==> src/rtl/noc_client_rx.sv <==
// Receive endpoint for a credit-based virtual-channel NoC port: per-VC packet
// FIFOs, round-robin valid/ready output stream, credit return and error flags.

package noc_client_rx_pkg;
    localparam int DEFAULT_D_W           = 8;
    localparam int DEFAULT_VC_W          = 2;
    localparam int DEFAULT_VC_FIFO_DEPTH = 4;
endpackage

module noc_client_rx
    import noc_client_rx_pkg::*;
#(
    parameter int N             = 2,
    parameter int A_W           = $clog2(N) + 1,
    parameter int D_W           = DEFAULT_D_W,
    parameter int posx          = 0,
    parameter int VC_W          = DEFAULT_VC_W,
    parameter int VC_FIFO_DEPTH = DEFAULT_VC_FIFO_DEPTH
) (
    input  logic                                       clk,
    input  logic                                       rst,
    input  logic [VC_W-1:0]                            in_vc_target,
    input  logic [A_W+D_W-1:0]                         in_packet,
    output logic [VC_W-1:0]                            in_vc_credit_gnt,
    output logic                                       out_valid,
    input  logic                                       out_ready,
    output logic [((VC_W > 1) ? $clog2(VC_W) : 1)-1:0] out_vc,
    output logic [D_W-1:0]                             out_data,
    output logic                                       err_overflow,
    output logic                                       err_addr,
    output logic                                       err_onehot,
    output logic [31:0]                                rx_count
);

    localparam int VC_IDX_W = (VC_W > 1) ? $clog2(VC_W) : 1;
    localparam int PTR_W    = (VC_FIFO_DEPTH > 1) ? $clog2(VC_FIFO_DEPTH) : 1;

    function automatic logic [PTR_W-1:0] ptr_inc(input logic [PTR_W-1:0] p);
        return (p == PTR_W'(VC_FIFO_DEPTH - 1)) ? '0 : p + PTR_W'(1);
    endfunction

    logic [D_W-1:0]      mem_q    [VC_W][VC_FIFO_DEPTH];
    logic [PTR_W-1:0]    wr_ptr_q [VC_W];
    logic [PTR_W-1:0]    wr_ptr_d [VC_W];
    logic [PTR_W-1:0]    rd_ptr_q [VC_W];
    logic [PTR_W-1:0]    rd_ptr_d [VC_W];
    logic [VC_IDX_W-1:0] rr_ptr_q, rr_ptr_d;
    logic [VC_IDX_W-1:0] lock_vc_q, lock_vc_d;
    logic                lock_q, lock_d;
    logic [VC_W-1:0]     credit_q, credit_d;
    logic                err_overflow_q, err_overflow_d;
    logic                err_addr_q, err_addr_d;
    logic                err_onehot_q, err_onehot_d;
    logic [31:0]         rx_count_q, rx_count_d;

    logic [VC_W-1:0]     nonempty, full;
    logic [VC_IDX_W-1:0] rr_pick, grant, push_vc;
    logic                tgt_any, tgt_multi, push_ok, overflow, pop;
    logic [A_W-1:0]      pkt_dst;
    logic [D_W-1:0]      pkt_payload;

    assign pkt_dst     = in_packet[A_W+D_W-1:D_W];
    assign pkt_payload = in_packet[D_W-1:0];

    // One slot is always left free, so equal pointers unambiguously mean empty.
    always_comb begin
        for (int v = 0; v < VC_W; v++) begin
            nonempty[v] = (wr_ptr_q[v] != rd_ptr_q[v]);
            full[v]     = (ptr_inc(wr_ptr_q[v]) == rd_ptr_q[v]);
        end
    end

    always_comb begin : rr_search
        int   idx;
        logic found;
        idx     = 0;
        found   = 1'b0;
        rr_pick = rr_ptr_q;
        for (int i = 0; i < VC_W; i++) begin
            idx = int'(rr_ptr_q) + i;
            if (idx >= VC_W) idx = idx - VC_W;
            if (!found && nonempty[VC_IDX_W'(idx)]) begin
                found   = 1'b1;
                rr_pick = VC_IDX_W'(idx);
            end
        end
    end

    // A stalled grant stays put even if an earlier VC in round-robin order fills.
    assign grant     = lock_q ? lock_vc_q : rr_pick;
    assign out_valid = |nonempty;
    assign out_vc    = grant;
    assign out_data  = mem_q[grant][rd_ptr_q[grant]];
    assign pop       = out_valid && out_ready;

    always_comb begin
        push_vc = '0;
        for (int v = 0; v < VC_W; v++) begin
            if (in_vc_target[v]) push_vc = VC_IDX_W'(v);
        end
        tgt_any   = |in_vc_target;
        tgt_multi = tgt_any && ((in_vc_target & (in_vc_target - VC_W'(1))) != '0);
        push_ok   = tgt_any && !tgt_multi &&
                    (!full[push_vc] || (pop && (grant == push_vc)));
        overflow  = tgt_any && !tgt_multi && !push_ok;
    end

    always_comb begin
        wr_ptr_d = wr_ptr_q;
        rd_ptr_d = rd_ptr_q;
        if (push_ok) wr_ptr_d[push_vc] = ptr_inc(wr_ptr_q[push_vc]);
        if (pop)     rd_ptr_d[grant]   = ptr_inc(rd_ptr_q[grant]);

        rr_ptr_d = rr_ptr_q;
        credit_d = '0;
        if (pop) begin
            rr_ptr_d        = (grant == VC_IDX_W'(VC_W - 1)) ? '0 : grant + VC_IDX_W'(1);
            credit_d[grant] = 1'b1;
        end

        lock_d    = out_valid && !out_ready;
        lock_vc_d = grant;

        err_overflow_d = overflow;
        err_addr_d     = push_ok && (pkt_dst != A_W'(posx));
        err_onehot_d   = tgt_multi;
        rx_count_d     = rx_count_q + (push_ok ? 32'd1 : 32'd0);
    end

    // NOTE: state registers use non-blocking assignments so every flop samples
    // the same pre-edge values regardless of statement order.
    always_ff @(posedge clk) begin
        if (!rst) begin
            for (int v = 0; v < VC_W; v++) begin
                wr_ptr_q[v] <= '0;
                rd_ptr_q[v] <= '0;
            end
            rr_ptr_q       <= '0;
            lock_q         <= 1'b0;
            lock_vc_q      <= '0;
            credit_q       <= '0;
            err_overflow_q <= 1'b0;
            err_addr_q     <= 1'b0;
            err_onehot_q   <= 1'b0;
            rx_count_q     <= '0;
        end else begin
            wr_ptr_q       <= wr_ptr_d;
            rd_ptr_q       <= rd_ptr_d;
            rr_ptr_q       <= rr_ptr_d;
            lock_q         <= lock_d;
            lock_vc_q      <= lock_vc_d;
            credit_q       <= credit_d;
            err_overflow_q <= err_overflow_d;
            err_addr_q     <= err_addr_d;
            err_onehot_q   <= err_onehot_d;
            rx_count_q     <= rx_count_d;
        end
    end

    // NOTE: packet storage is deliberately not reset; the pointers alone define
    // which entries are valid, so resetting the array would only cost logic.
    always_ff @(posedge clk) begin
        if (push_ok) mem_q[push_vc][wr_ptr_q[push_vc]] <= pkt_payload;
    end

    assign in_vc_credit_gnt = credit_q;
    assign err_overflow     = err_overflow_q;
    assign err_addr         = err_addr_q;
    assign err_onehot       = err_onehot_q;
    assign rx_count         = rx_count_q;

endmodule

==> config.mk <==
export PLATFORM = sky130hd
export DESIGN_NAME = noc_client_rx
export DESIGN_NICKNAME = d
export VERILOG_FILES = /design/src/rtl/noc_client_rx.sv
export SDC_FILE = /design/constraint.sdc
export NUM_CORES = 1
export LEC_CHECK = 0
export BUFFER_PORTS_ARGS = -buffer_cell sky130_fd_sc_hd__buf_2
export CORE_MARGIN = 2
export CORE_UTILIZATION = 25
export CTS_CLUSTER_DIAMETER = 150
export DETAILED_ROUTE_END_ITERATION = 8
export HOLD_SLACK_MARGIN = 0.08
export PLACE_DENSITY = 0.41
export SYNTH_ARGS = -nofsm -noshare
export SYNTH_HDL_FRONTEND = slang
export SYNTH_SLANG_ARGS = --single-unit
==> constraint.sdc <==
create_clock -name clk -period 6.4 [get_ports clk]
set_input_delay 0.32 -clock clk [delete_from_list [all_inputs] [get_ports clk]]
set_output_delay 0.32 -clock clk [all_outputs]
set_load 0.02 [all_outputs]
==> metrics.txt <==
CP Data Required Time=6.63 ns; wire length per cell=15.9 um; setup repair after global routing missed its margin=no; number of standard-cell rows in the floorplan=50; number of setup buffers added after CTS=0; overall power=1.83 mW; delay contributed by the slowest stage of the critical path=0.94 ns; Max Root-Sink Buffers=2; DR vias/cell=4.53; final clock period utilization by the worst path=54.2%; IO Port Bufs=61; width of the die=143 um; post-synthesis to final-layout area growth=18.2%; transition time at the pin with the least slew margin=0.986 ns; largest fanout of any net on the critical path=15; Total Routed Length=11000 um; Num CTS Buffers=9; class of the tightest hold or removal check=primary input to flop; met3 usage=2.11%; cell occurring most often along the worst timing path=ha_1; number of antenna violations at the first check in global routing=0; number of maximum-capacitance violations=0; Hold Violations, Final=0; cell-by-cell trace of the critical path=xor2_1 > o41ai_2 > o22ai_1 > and2_1 > ha_1 > ha_1 > nand3_1 > or3_4 > nor4_1 > mux2i_1; adder-cell area share of the yosys netlist=2.33%; number of warnings printed during yosys synthesis=0; worst ir drop on vdd=0.112 mV; clk sink count=112; synthesized area=4830 um2; met2 Usage GRT=18.2%; post-synth cell types=43; hold-fix buffer count after cts=0; height of the die=143 um; pre-CTS setup slack=2.93 ns; Simple-Gate Fraction of Synth Area=14.3%; Max-slew headroom=33.6%; Detail Route Antenna Nets=0; largest family of logic cells by synthesized area=simple AND/OR/NAND/NOR gates; clock skew after layout=0.0103 ns; starting utilization of the core area=25.6%; count of state elements after synthesis=112; highest-delay cell along the critical path=o41ai_2; die area=20400 um2; final-report setup violation count=0; length of the first detailed-routing pass in iterations=4; Cells after Synth=370; final RePlAce weighted congestion=0.727; global routing's busiest layer=met2; Global Route met1 Usage=14.5%; post-synthesis xor/xnor area fraction=3.63%; drc violations=0; H-tree depth=3; post-cts repair resize count=0; multiplexer fraction of the synthesized cell area=12.6%; proportion of layout cells with a drive suffix above 1=24.9%; Crit. End Element=flop; final critical path time including I/O delays and setup=3.47 ns; CP startpoint kind=flop; combined global-route utilization of all metal layers=11.1%; nets@finish=452; fraction of the yosys area taken by sequential cells=59.7%; half-perimeter wire length after detailed placement=7390 um; ys flop type=edfxtp_1; reported leakage power=2.00 nW; vias in the first global route=3043; Net Count, Synth=394; worst-skew pair later-pin latency=0.35 ns; IO Count=62; final cell count without fillers=693; Cell Count Post-Placement=677; average instance area after synthesis=13.0 um2; result of the run=complete, no violations; clk slew on worst S/H paths=0.07 ns; share of flip-flops with an asynchronous set or reset after synthesis=0%; final antenna diode count=0; post-route setup slack=2.93 ns; drt first-iter violations=121; critical path start-end classification=flop to flop; Root Buffer=clkbuf_16; fin. max-slew vios=0; sum of overflow across all layers after global routing=0; compound-gate portion of the synthesized area=5.18%; routed via count=3136; count of flip-flops with a built-in enable after synthesis=64; power density of the placed cells=320 nW/um2; clock tree from TritonCTS=built; CORE AREA=18800 um2; largest net degree at the start of global routing=38; final setup TNS=0 ns; wire length of the first global-routing pass=17000 um; Max Freq=288 MHz; worst endpoint data arrival time=3.70 ns
==> layer usage <==
layer	share of wire, %	wire length, um
met2	48	5300
met5	0	0
met4	1.8	199
met1	47	5210
met3	2.5	278
==> layout by cell type, fill, tap and decap left out, types with 5 or more instances in the layout <==
cell type | Yosys | routed
inv_1 | 8 | 8
xor2_1 | 11 | 11
nand3_1 | 11 | 11
ha_1 | 9 | 9
nor4_1 | 8 | 8
nor2_1 | 17 | 17
clkbuf_16 | 0 | 9
nand2_1 | 20 | 20
mux2i_1 | 22 | 22
and2_1 | 12 | 12
or3_1 | 7 | 7
or4_1 | 11 | 11
mux4_2 | 12 | 12
nor3_1 | 5 | 5
o31ai_1 | 11 | 11
dfxtp_1 | 48 | 48
a21oi_1 | 18 | 18
nand4_1 | 7 | 7
buf_2 | 8 | 61
xnor2_1 | 9 | 9
mux2_2 | 9 | 9
o21ai_0 | 8 | 8
edfxtp_1 | 64 | 64
==> where the power goes <==
part / total (mW) / switching, mW / leakage [nW] / internal [mW]
Clock: 0.576 / 0.269 / 0.143 / 0.307
Combinational: 0.409 / 0.236 / 0.890 / 0.173
Sequential: 0.844 / 0.0350 / 0.970 / 0.809
==> cell type report <==
| type | count | area (um2) |
|---|---|---|
| Fill cell | 1918 | 13100 |
| Multi-Input combinational cell | 233 | 1840 |
| Tap cell | 260 | 325 |
| Clock inverter | 7 | 77.6 |
| Timing Repair Buffer | 63 | 320 |
| Clock buffer | 9 | 225 |
| Inverter | 9 | 33.8 |
| Sequential cell | 112 | 2880 |
==> per-stage QoR <==
step | hold WS, ns | cell area [um2] | util (%)
global placement | 0.452 | 5400 | 28.7
detailed placement | 0.468 | 5400 | 28.7
global route | 0.193 | 5710 | 30.3
CTS | 0.191 | 5710 | 30.3
floorplan | 0.399 | 4830 | -
finish | 0.214 | 5710 | 30.3
==> flip-flops by register name (all words and copies together), names as in the netlist <==
signal            flops
rx_count             32
lock_q                1
mem_q                64
lock_vc_q             1
rd_ptr_q              4
err_overflow          1
err_addr              1
wr_ptr_q              4
err_onehot            1
in_vc_credit_gnt      2
rr_ptr_q              1
==> synthesized netlist by cell type (4+ instances only) <==
library cell	number	area (um2)
mux2_2	9	101
nand3_1	11	55.1
o21ai_0	8	40.0
nand2b_1	4	25.0
nor2_1	17	63.8
or4_1	11	82.6
nand4_1	7	43.8
nor4_1	8	50.1
mux4_2	12	270
inv_1	8	30.0
xnor2_1	9	78.8
clkbuf_1	5	18.8
buf_2	8	40.0
o31ai_1	11	82.6
or3_1	7	43.8
xor2_1	11	96.3
nand2_1	20	75.1
ha_1	9	113
and2_1	12	75.1
nor3_1	5	25.0
and4_1	4	35.0
dfxtp_1	48	961
edfxtp_1	64	1920
mux2i_1	22	220
a21oi_1	18	90.1
==> worst max-delay path, delay by kind of cell, from the launching register on <==
| kind | cells | cell delay [ns] |
|---|---|---|
| AO/OA/AOI/OAI | 2 | 1.20 |
| AND/OR/NAND/NOR | 4 | 0.73 |
| flip-flops | 1 | 0.66 |
| adder cells (fa/ha/maj) | 2 | 0.44 |
| XOR/XNOR | 1 | 0.18 |
| multiplexers | 1 | 0.14 |
==> cell families (layout without fill, tap and decap cells) <==
kind of cell / count (synthesis) / in the layout
and+or+nand+nor: 118 / 118
DFF: 112 / 112
muxes: 44 / 44
AOI/OAI and AO/OA: 42 / 42
buffers and inverters: 25 / 88
xor gates and xnor gates: 20 / 20
adders and majority gates: 9 / 9
==> worst paths after layout <==
check	slack, ns	cells after the start	start	to
max reg2reg	2.93	10	rd_ptr_q[2]	rx_count[28]
min	0.21	2	out_ready	lock_q
min reg2reg	0.48	2	rx_count[31]	rx_count[31]
max	2.93	10	rd_ptr_q[2]	rx_count[28]
Power figures use the tool's default switching activity.
